--- src/rtl/lock_pkg.sv ---
// Shared definitions for the door-lock datapath: key codes, PIN size and
// the keypad entry state type.
package lock_pkg;

   localparam int unsigned PIN_DIGITS = 4;

   localparam logic [3:0] KEY_BKSP  = 4'hA;
   localparam logic [3:0] KEY_ENTER = 4'hB;
   localparam logic [3:0] KEY_CLEAR = 4'hC;

   typedef enum logic [2:0] {
      IDLE,
      ENTRY,
      FULL,
      SUBMIT,
      HOLD
   } entry_state_t;

   function automatic logic is_digit(input logic [3:0] code);
      return code <= 4'd9;
   endfunction

endpackage

--- src/rtl/pin_entry_idle_timer.sv ---
// Loadable up-counter with synchronous clear and a terminal-count flag.
// The counter saturates at LIMIT; terminal is high while enabled at LIMIT.
module idle_timer #(
   parameter int unsigned WIDTH = 8,
   parameter int unsigned LIMIT = 255
) (
   input  logic             clk,
   input  logic             reset,
   input  logic             clear,
   input  logic             enable,
   input  logic             load,
   input  logic [WIDTH-1:0] load_value,
   output logic             terminal
);

   logic [WIDTH-1:0] count;
   logic             at_limit;

   assign at_limit = (count == WIDTH'(LIMIT));
   assign terminal = enable && at_limit;

   // Counter register: clear has priority over load, load over counting.
   always_ff @(posedge clk or posedge reset) begin
      if (reset) begin
         count <= '0;
      end else if (clear) begin
         count <= '0;
      end else if (load) begin
         count <= load_value;
      end else if (enable && !at_limit) begin
         count <= count + 1'b1;
      end
   end

endmodule

--- src/rtl/pin_entry.sv ---
// Keypad front end: assembles BCD digits into a PIN word, handles
// backspace/clear/enter and inactivity timeout, and hands a stable word
// to the password checker with a one-cycle compare strobe.
module pin_entry
   import lock_pkg::*;
#(
   parameter int unsigned DIGITS         = PIN_DIGITS,
   parameter int unsigned TIMEOUT_CYCLES = 500_000_000
) (
   input  logic                clk,
   input  logic                reset,
   input  logic                key_valid,
   input  logic [3:0]          key_code,
   input  logic                cmp_ack,
   output logic [4*DIGITS-1:0] pin_word,
   output logic [2:0]          digit_count,
   output logic                enb_cmp,
   output logic                entry_err,
   output logic                key_drop,
   output logic                timeout,
   output logic                busy
);

   localparam int unsigned CNT_W      = $clog2(TIMEOUT_CYCLES + 1);
   localparam int unsigned PIN_W      = 4 * DIGITS;
   localparam logic [2:0]  FULL_COUNT = 3'(DIGITS);

   entry_state_t     state, state_n;
   logic [PIN_W-1:0] pin_n;
   logic [2:0]       count_n;
   logic             enb_n, err_n, drop_n, timeout_n, busy_n;
   logic             tmr_clear, tmr_enable, tmr_terminal;

   // Inactivity timer runs only while a partial entry or a submit is pending.
   assign tmr_enable = (state == ENTRY) || (state == FULL) || (state == HOLD);

   idle_timer #(
      .WIDTH(CNT_W),
      .LIMIT(TIMEOUT_CYCLES - 1)
   ) u_idle_timer (
      .clk       (clk),
      .reset     (reset),
      .clear     (tmr_clear),
      .enable    (tmr_enable),
      .load      (1'b0),
      .load_value('0),
      .terminal  (tmr_terminal)
   );

   // State and all outputs are registered; everything resets to zero/IDLE.
   always_ff @(posedge clk or posedge reset) begin
      if (reset) begin
         state       <= IDLE;
         pin_word    <= '0;
         digit_count <= '0;
         enb_cmp     <= 1'b0;
         entry_err   <= 1'b0;
         key_drop    <= 1'b0;
         timeout     <= 1'b0;
         busy        <= 1'b0;
      end else begin
         state       <= state_n;
         pin_word    <= pin_n;
         digit_count <= count_n;
         enb_cmp     <= enb_n;
         entry_err   <= err_n;
         key_drop    <= drop_n;
         timeout     <= timeout_n;
         busy        <= busy_n;
      end
   end

   // Next-state, next-word and pulse decode; a key event beats the timer,
   // an acknowledge beats both.
   always_comb begin
      state_n   = state;
      pin_n     = pin_word;
      count_n   = digit_count;
      enb_n     = 1'b0;
      err_n     = 1'b0;
      drop_n    = 1'b0;
      timeout_n = 1'b0;
      tmr_clear = 1'b0;

      case (state)
         IDLE, ENTRY, FULL: begin
            if (key_valid) begin
               tmr_clear = 1'b1;
               if (is_digit(key_code)) begin
                  if (digit_count == FULL_COUNT) begin
                     drop_n = 1'b1;
                  end else begin
                     pin_n   = {pin_word[PIN_W-5:0], key_code};
                     count_n = digit_count + 3'd1;
                     state_n = (count_n == FULL_COUNT) ? FULL : ENTRY;
                  end
               end else if (key_code == KEY_BKSP) begin
                  if (digit_count != 3'd0) begin
                     pin_n   = pin_word >> 4;
                     count_n = digit_count - 3'd1;
                     state_n = (count_n == 3'd0) ? IDLE : ENTRY;
                  end
               end else if (key_code == KEY_ENTER) begin
                  if (digit_count == FULL_COUNT) begin
                     state_n = SUBMIT;
                     enb_n   = 1'b1;
                  end else begin
                     err_n = 1'b1;
                  end
               end else if (key_code == KEY_CLEAR) begin
                  pin_n   = '0;
                  count_n = '0;
                  state_n = IDLE;
               end
            end else if (tmr_terminal) begin
               timeout_n = 1'b1;
               pin_n     = '0;
               count_n   = '0;
               state_n   = IDLE;
            end
         end

         SUBMIT: begin
            state_n = HOLD;
            drop_n  = key_valid;
         end

         HOLD: begin
            if (cmp_ack) begin
               pin_n   = '0;
               count_n = '0;
               state_n = IDLE;
               drop_n  = key_valid;
            end else if (key_valid) begin
               drop_n    = 1'b1;
               tmr_clear = 1'b1;
            end else if (tmr_terminal) begin
               timeout_n = 1'b1;
               pin_n     = '0;
               count_n   = '0;
               state_n   = IDLE;
            end
         end

         default: begin
            state_n = IDLE;
            pin_n   = '0;
            count_n = '0;
         end
      endcase

      if ((state_n != state) || (state == IDLE)) begin
         tmr_clear = 1'b1;
      end

      busy_n = (state_n == SUBMIT) || (state_n == HOLD);
   end

endmodule

--- config.mk ---
export PLATFORM = sky130hd
export DESIGN_NAME = pin_entry
export DESIGN_NICKNAME = d
export VERILOG_FILES = /design/src/rtl/lock_pkg.sv /design/src/rtl/pin_entry_idle_timer.sv /design/src/rtl/pin_entry.sv
export SDC_FILE = /design/constraint.sdc
export NUM_CORES = 1
export LEC_CHECK = 0
export ABC_AREA = 0
export BUFFER_PORTS_ARGS = -buffer_cell sky130_fd_sc_hd__buf_2
export CORE_MARGIN = 2
export CORE_UTILIZATION = 31
export DETAILED_ROUTE_END_ITERATION = 7
export GPL_ROUTABILITY_DRIVEN = 0
export PLACE_DENSITY = 0.47
export SYNTH_ARGS = -nofsm -noshare
export SYNTH_HDL_FRONTEND = slang
export SYNTH_SLANG_ARGS = --single-unit
--- constraint.sdc ---
create_clock -name clk -period 2.7 [get_ports clk]
set_input_delay 0.54 -clock clk [delete_from_list [all_inputs] [get_ports clk]]
set_output_delay 0.54 -clock clk [all_outputs]
set_load 0.03 [all_outputs]
After elaboration in Yosys (flattened, before gate mapping)

Index checks and enable logic that the tools add are counted.

Register bits: 56
Input port bits: 8
Output and inout bits: 24
Logic and storage cells: 107

Add/sub/neg operators: 3
Magnitude comparators: 1
Equal/unequal tests: 18
Muxes and demuxes: 62
Bitwise logic cells: 1
Reductions and logical operators: 13

Operator list:

| operator                                                        | count |
|---|---|
| 16-bit 2-to-1 mux                                               | 10 |
| 3-bit 2-to-1 mux                                                | 21 |
| 29-bit 2-to-1 mux                                               | 2 |
| 16-bit one-hot mux with 3 select lines                          | 1 |
| 29-bit by 1-bit adder with 29-bit output, second input constant | 1 |
| 29-bit == test, second input constant                           | 1 |
| 1-bit 2-to-1 mux                                                | 22 |
| 3-bit one-hot mux with 3 select lines                           | 2 |
| 5-bit inequality test, second input constant                    | 3 |
| 3-bit == test, second input constant                            | 4 |
| 4-bit == test, second input constant                            | 3 |
| 3-bit by 2-bit == test with 1-bit output, second input constant | 3 |
| 3-bit zero test                                                 | 2 |
| 6-bit AND reduction                                             | 1 |
| 4-bit <= comparator, second input constant                      | 1 |
| 1-bit logical OR                                                | 4 |
| 4-bit inequality test, second input constant                    | 1 |
| 1-bit one-hot mux with 2 select lines                           | 2 |
| 3-bit by 1-bit adder with 3-bit output, second input constant   | 1 |
| 3-bit by 1-bit == test with 1-bit output, second input constant | 1 |
| 3-bit inequality test                                           | 1 |
| 3-bit inequality test, second input constant                    | 1 |
| 1-bit one-hot mux with 3 select lines                           | 1 |
| 3-bit nonzero test                                              | 1 |
| 7 further kinds                                                 | 8 |

Depth between registers and ports, before layout

Gate-level depths: netlist of the first run.

Depth after elaboration: 12
Gate-level depth with buffers: 9
Gate-level depth less buffers: 7

Hierarchy

Synthesis of the first run repeated with hierarchy kept, for this count alone.

Cell total of the unflattened synthesis: 390
Area total of the unflattened synthesis: 3,742.3 um^2

By module, submodules not included:

| module     | times used | cells each | area each (um^2) | sequential area each (um^2) |
|---|---|---|---|---|
| idle_timer | 1          | 220        | 2,014.4          | 725.7 |
| pin_entry  | 1          | 170        | 1,727.9          | 675.6 |

Worst setup path before layout of the first run

Ideal clock, no wire load.

Kind: register -> register
Start: register digit_count[0]
End: register pin_word[0]
Library setup time: 0.132 ns
Arrival time: 2.132 ns
Data required time: 2.568 ns
Setup slack: 0.436 ns
Cell stages (with the launch flop): 10
Buffers on the path: 2
Period minus slack after synthesis: 2.264 ns
Cells stage by stage: dfrtp_1 inv_1 ha_1 and4b_1 a31oi_1 a21oi_1 a211o_1 buf_2 buf_1 o2bb2ai_1

Word-level cells in the longest chain between the ends: 3
Elaborated cells between the ends (all ways): 5
Classes of those cells: eq/ne: 3; reduce/logical: 2

RTL lines:

| element                                                                  | line                             | text |
|---|---|---|
| start: declaration                                                       | pin_entry.sv:16                  | `output logic [2:0] digit_count,` |
| start signal: assignment                                                 | pin_entry.sv:64                  | `digit_count <= count_n;` |
| 3-bit == test or 3-bit nonzero test (tied branches)                      | pin_entry.sv:90, pin_entry.sv:98 |  |
| 4-bit inequality test (no line) or 5-bit inequality test (tied branches) | --                               |  |
| 6-bit AND reduction (no line) *                                          | --                               |  |
| end signal: assignment                                                   | pin_entry.sv:63                  | `pin_word <= pin_n;` |
| end: declaration                                                         | pin_entry.sv:15                  | `output logic [4*DIGITS-1:0] pin_word,` |

Every way passes the cells marked *; elsewhere a longest branch is shown, timed or not.
A chain may end at the register's enable or synchronous reset.

Worst setup path after layout of the first run

Start: register u_idle_timer.count[21]
End: register u_idle_timer.count[16]

Word-level cells in the longest chain between the ends: 10
Elaborated cells between the ends (all ways): 14
Classes of those cells: eq/ne: 2; mux: 7; reduce/logical: 5

RTL lines:

| element                                                 | line                               | text |
|---|---|---|
| start: declaration                                      | pin_entry_idle_timer.sv:16         | `logic [WIDTH-1:0] count;` |
| start signal: assignment                                | pin_entry_idle_timer.sv:29         | `count <= load_value;` |
| start signal: assignment                                | pin_entry_idle_timer.sv:31         | `count <= count + 1'b1;` |
| 29-bit == test *                                        | pin_entry_idle_timer.sv:19         | `assign at_limit = (count == WIDTH'(LIMIT));` |
| 1-bit logical AND                                       | pin_entry_idle_timer.sv:20         | `assign terminal = enable && at_limit;` |
| 3-bit 2-to-1 mux                                        | pin_entry.sv:115, pin_entry.sv:137 |  |
| 3-bit 2-to-1 mux                                        | pin_entry.sv:134                   | `end else if (key_valid) begin` |
| 3-bit 2-to-1 mux                                        | pin_entry.sv:129                   | `if (cmp_ack) begin` |
| 3-bit one-hot mux with 3 select lines                   | pin_entry.sv:85                    | `case (state)` |
| 3-bit inequality test                                   | pin_entry.sv:152                   | `if ((state_n != state) \|\| (state == IDLE)) begin` |
| 1-bit logical OR                                        | pin_entry.sv:152                   |  |
| 1-bit 2-to-1 mux                                        | pin_entry.sv:152                   |  |
| 29-bit 2-to-1 mux or 2-bit nonzero test (tied branches) | --                                 |  |

Marks and branches as above.

==> results of run 1 <==
[cell families after synthesis]
family / synth area share
muxes: 0.0282
DFF: 0.439
xor gates and xnor gates: 0.0247
AOI/OAI and AO/OA: 0.210
adders and majority gates: 0.0267
buffers and inverters: 0.0353
and+or+nand+nor: 0.235
[worst min path at each step]
| stage | cells after the start | slack [ns] | endpoint | start |
|---|---|---|---|---|
| 2_1_floorplan | 1 | 0.44 | u_idle_timer.count[6] | u_idle_timer.count[6] |
| 3_3_place_gp | 1 | 0.47 | u_idle_timer.count[6] | u_idle_timer.count[6] |
| 3_5_place_dp | 1 | 0.48 | u_idle_timer.count[6] | u_idle_timer.count[6] |
| 4_1_cts | 3 | 0.44 | pin_word[8] | reset |
| 5_1_grt | 3 | 0.48 | pin_word[12] | reset |
| 6_report | 3 | 0.41 | u_idle_timer.count[15] | reset |
[Yosys cell counts (all sizes together), types with 4 or more instances]
cell	number
a22o	4
ha	6
nor2	17
or4	6
o2bb2ai	11
nor2b	4
o21ai	25
and4	7
nand4	7
nor4b	5
a21o	4
xnor2	7
inv	10
mux2i	9
nor4	6
dfrtp	56
nor3	6
a21oi	30
buf	5
or3	16
nand3	12
clkbuf	12
o22a	4
nand2	21
[stage by stage]
| stage | utilization | total power, mW |
|---|---|---|
| final | 0.359 | 2.91 |
| after global routing | 0.359 | 3.11 |
| after CTS | 0.359 | 2.94 |
| after detailed placement | 0.350 | 2.41 |
| after global placement | 0.350 | 2.41 |
| after floorplan | - | 2.02 |
[registers in the layout, indices dropped and copies added (netlist names)]
register            count
digit_count             3
u_idle_timer.count     29
key_drop                1
entry_err               1
pin_word               16
enb_cmp                 1
busy                    1
timeout                 1
state                   3
[cell type report]
class                           instances  area share
Timing Repair Buffer                   45      0.0715
Multi-Input combinational cell        254       0.460
Clock inverter                          3     0.00790
Sequential cell                        56       0.385
Clock buffer                            5      0.0189
Tap cell                              136      0.0467
Inverter                               10      0.0103
[where the power goes]
| group | switching, mW | internal, mW |
|---|---|---|
| clock | 0.321 | 0.197 |
| combinational | 0.821 | 0.435 |
| sequential | 0.152 | 0.982 |
| total | 1.29 | 1.61 |
[worst reg2reg max path, stage by stage (launching register included)]
cell and delay, ns:
dfrtp_1 0.45, nor4b_1 0.48, nand4_1 0.34, a2111o_1 0.49, o211ai_1 0.10, buf_4 0.29, nor2_1 0.09
[routing by layer]
layer | up-vias | track usage
met5 | - | 0
met3 | 5 | 0.0241
met1 | 1377 | 0.214
met2 | 34 | 0.242
li1 | 1348 | -
met4 | 0 | 0.0314
==> metrics.cfg, run 1 <==
[layout]
num_antenna_cells=0
finalInstanceArea_um2=3640
finalNetCount=386
final_common_cell=dfrtp_1
final_cell_mix=dfrtp_1, buf_2, a21oi_1, o21ai_0, nand2_1
multi_input_area_um2=1680
fin_cells=509
fillCellCount=1051
drive_above_1_share=0.161
syn2layout_area_growth_pct=14.2
regArea_um2=1400

[global_routing]
grt-ovfl-total=0
antenna_found_initial=0
grt_pass1_wl_um=13600
grt_pass1_vias=2648
grt_start_max_net_pins=57
gr-usage-all-layers=0.151

[yosys]
synthCells=337
syn_area_um2=3190
yosysWarnings=0
avgSynthCellArea_um2=9.46
ys_ff_latch=56
synth_top_area_share=0.439
ys_top_cells_by_area=dfrtp_1, a21oi_1, o21ai_0, or3_1, o2bb2ai_1
syn-num-nets=351
synth-seq-area-share=0.439
synth_top_area_cell=dfrtp_1
ys_types=56
async_flop_share=1.00
ys.flop_type=dfrtp_1
synth_edf_count=0

[critical_path]
arrival_ns=2.55
crit_end=u_idle_timer.count[16]
reg2reg_depth=6
path_buf_inv=1
cp_cell_sequence=nor4b_1 > nand4_1 > a2111o_1 > o211ai_1 > buf_4 > nor2_1
cp.depth=6
r2r_start=u_idle_timer.count[21]
critPathMaxFanout=20
r2r_slack_ns=0.35
slowest_delay_ns=0.49
cp.required_ns=2.90
crit_family=simple AND/OR/NAND/NOR gates
crit_type=flop to flop
start_kind=flop
crit_start=u_idle_timer.count[21]
endpoint_kind=flop
critPathSlowestCell=a2111o_1
timing.rr.end=u_idle_timer.count[16]

[cts]
cts-htree-levels=2
clk_latency_ns=0.33
cts_setup_buffers=0
cts_max_path_buffers=2
cts_root_buf=clkbuf_8
holdBufCountCts=0
cts_tree=yes
cts-resized-gates=0
clk_pin_slew_ns=0.12
cts_made_buffers=5
clock_sinks=56

[floorplan]
dieArea_um2=11100
chipWidth_um=105
die_y_um=105
io_pins=32
num_rows=37
floorplan.initialDensity=0.315
placeableCoreArea_um2=10100

[timing]
fin_crit_sh=0.869
drv_slew=0
finalHoldViolCount=0
worst_slack_ns=0.353
max_freq_mhz=426
finalSetupViolCount=0
rsz0062_at_grt=false
period_needed_ns=2.35
relSlewSlack=0.501
holdWs_ns=0.412
fin_tns_setup_ns=0
fin_skew_ns=0.0143
worst_slew_pin_slew_ns=0.749

[placement]
pre_cts_slack_ns=0.376
io_buffers=31
dpl.cell_count=501
dpl.hpwl_um=5560
post_dp_cell_area_um2=3540

[pwr]
vdd_ir_drop_max_uv=465
p_leak_nw=1.54
p_per_area_nw_per_um2=798

[worst_hold_path]
hp-class=input pin to async pin

[routing]
wl_met2_um=3820
wl_met1_um=4040
firstDrtPassIters=4
num_vias=2764
route.detailed.drc=0
top_layer=met4
drt-total-wl_um=8170
first_iter_violations=143
wl_met3_um=236
vias_per_cell=5.43
avgRoutedWirePerCell_um=16.1
final_antenna_net_count=0

[status]
status=finished clean

[flow_run]
maxCapViolCount=0

No activity file was read; power rests on OpenSTA's default activity.
==> run 2, diff against run 1 <==
- CORE_UTILIZATION: 31 -> 59
- PLACE_DENSITY: 0.47 -> 0.8
==> run 2 against run 1 <==
Net effect: largest cell class unchanged; cell count decreased by 14%; largest power group unchanged; worst hold slack got worse by 0.0018 ns; power about the same; final area decreased by 3.2%; sequential power about the same; critical path depth increased by 1; non-clock buffer count decreased by 7; global-route usage increased by 10 points; register-to-register slack got worse by 0.07 ns; wire length decreased by 14%; first-iteration DRC count increased by 40%.
==> metrics.cfg, run 2 (synthesis results as in run 1) <==
[status]
status=finished clean

[cts]
cts_tree=yes
cts-resized-gates=0  ; unchanged
clk_pin_slew_ns=0.10  ; -0.02 ns
cts_root_buf=clkbuf_8
clock_sinks=56  ; unchanged
holdBufCountCts=0  ; unchanged
cts-htree-levels=2  ; unchanged
cts_made_buffers=5  ; unchanged
clk_latency_ns=0.31  ; -0.02 ns
cts_max_path_buffers=2  ; unchanged
cts_setup_buffers=0  ; unchanged

[floorplan]
num_rows=26  ; -30%
floorplan.initialDensity=0.617  ; +0.302
dieArea_um2=6010  ; -46%
die_y_um=77.5  ; -26%
io_pins=32  ; unchanged
placeableCoreArea_um2=5170  ; -49%
chipWidth_um=77.5  ; -26%

[worst_hold_path]
hp-class=input pin to async pin

[global_routing]
met3_usage=0.0500  ; +0.0259
use_met1=0.357  ; +0.143
gr-usage-met2=0.401  ; +0.158
grt-ovfl-total=0  ; unchanged
grt_start_max_net_pins=57  ; unchanged
grt_pass1_vias=2604  ; -1.7%
grt_pass1_wl_um=12400  ; -9.4%
antenna_found_initial=0  ; unchanged
top_usage_layer=met2
gr-usage-all-layers=0.253  ; +0.103

[routing]
vias_per_cell=6.35  ; +17%
first_iter_violations=200  ; +40%
num_vias=2768  ; +0.14%
firstDrtPassIters=4  ; unchanged
drt-total-wl_um=7060  ; -14%
route.detailed.drc=0  ; unchanged
avgRoutedWirePerCell_um=16.2  ; +0.90%
final_antenna_net_count=0  ; unchanged

[critical_path]
cp.required_ns=2.91  ; about the same
endpoint_kind=flop
crit_top_cell=a211o_1
critPathMaxFanout=19  ; -5.0%
slowest_delay_ns=0.49  ; about the same
critPathSlowestCell=a211o_1
crit_type=flop to flop
start_kind=flop
arrival_ns=2.63  ; +0.08 ns
cp_cell_sequence=inv_1 > ha_1 > and4b_1 > a31oi_1 > a21oi_1 > a211o_1 > a211o_1

[layout]
largestRegisters=u_idle_timer.count: 29 flops, pin_word: 16 flops
fillCellCount=408  ; -61%
finalInstanceArea_um2=3520  ; -3.2%
syn2layout_area_growth_pct=10.5
top_register=u_idle_timer.count
utilization=0.681  ; +0.322
drive_above_1_share=0.145  ; -0.0160
largest_reg_flops=29  ; unchanged
final_cell_mix=dfrtp_1, buf_2, a21oi_1, o21ai_0, nand2_1
num_antenna_cells=0  ; unchanged
final_common_cell=dfrtp_1
finalNetCount=379  ; -1.8%

[timing]
worst_slew_pin_slew_ns=0.701  ; -0.0478 ns
fin_skew_ns=0.00463  ; -0.00970 ns
rsz0062_at_grt=false
max_freq_mhz=414  ; -2.9%
period_needed_ns=2.42  ; +0.0699 ns
drv_slew=0  ; unchanged
finalHoldViolCount=0  ; unchanged
fin_crit_sh=0.895  ; +0.0259
finalSetupViolCount=0  ; unchanged
relSlewSlack=0.533  ; +0.0319
fin_tns_setup_ns=0  ; unchanged

[placement]
dpl.hpwl_um=4870  ; -12%
io_buffers=31  ; unchanged
post_dp_cell_area_um2=3410  ; -3.8%

[flow_run]
maxCapViolCount=0  ; unchanged

[pwr]
p_leak_nw=1.51  ; -2.0%
vdd_ir_drop_max_uv=692  ; +49%
p_per_area_nw_per_um2=825  ; +3.4%

[run 2: changes by cell type in the layout (fill, tap and decap cells not counted), sizes merged]
cell | previous run | this run
inv | 13 | 11
bufinv | 0 | 1
clkinvlp | 0 | 1
buf | 45 | 38
[run 2: worst max-delay path: cells and delay by family, from the launching register on]
kind	cells	cell delay (ns)
AOI/OAI and AO/OA	4	1.21
adders and majority gates	1	0.30
buffers and inverters	1	0.09
DFF	1	0.46
and+or+nand+nor	1	0.24
[run 2: per-stage QoR]
step | worst slack [ns] | hold WS, ns | power, mW | std cells
finish | 0.283 | 0.411 | 2.91 | 436
global route | 0.122 | 0.477 | 3.09 | 436
CTS | 0.312 | 0.437 | 2.92 | 436
detailed placement | 0.338 | 0.473 | 2.35 | 428
global placement | 0.377 | 0.472 | 2.31 | 428
floorplan | 0.436 | 0.441 | 2.02 | 337
[run 2: cell type report]
| cell class | count | area, um^2 | share of cell area |
|---|---|---|---|
| inverter | 10 | 37.5 | 0.0106 |
| tap | 70 | 87.6 | 0.0248 |
| clock buffer | 5 | 68.8 | 0.0195 |
| multi-input combinational | 254 | 1680 | 0.475 |
| timing repair buffer | 38 | 208 | 0.0589 |
| clock inverter | 3 | 46.3 | 0.0131 |
| sequential | 56 | 1400 | 0.398 |
[run 2: worst paths after layout]
kind	cells after the start	slack, ns	end	from
max	7	0.28	digit_count[2]	digit_count[0]
min	3	0.41	pin_word[12]	reset
max reg2reg	7	0.28	digit_count[2]	digit_count[0]
min reg2reg	1	0.48	u_idle_timer.count[6]	u_idle_timer.count[6]
max in group asynchronous	3	1.83	u_idle_timer.count[20]	reset
min in group clk	1	0.48	u_idle_timer.count[6]	u_idle_timer.count[6]
[run 2: metal layers]
layer	share of wire	routed length (um)	vias to the layer above
li1	-	-	1349
met1	0.47	3300	1345
met2	0.48	3370	68
met3	0.046	326	6
met4	0.0081	57	0
met5	0	0	-
[run 2: where the power goes]
part / total [mW] / internal (mW) / switching, mW
logic: 1.18 / 0.405 / 0.779
clock network: 0.570 / 0.280 / 0.290
registers: 1.15 / 0.982 / 0.173
total: 2.91 / 1.67 / 1.24
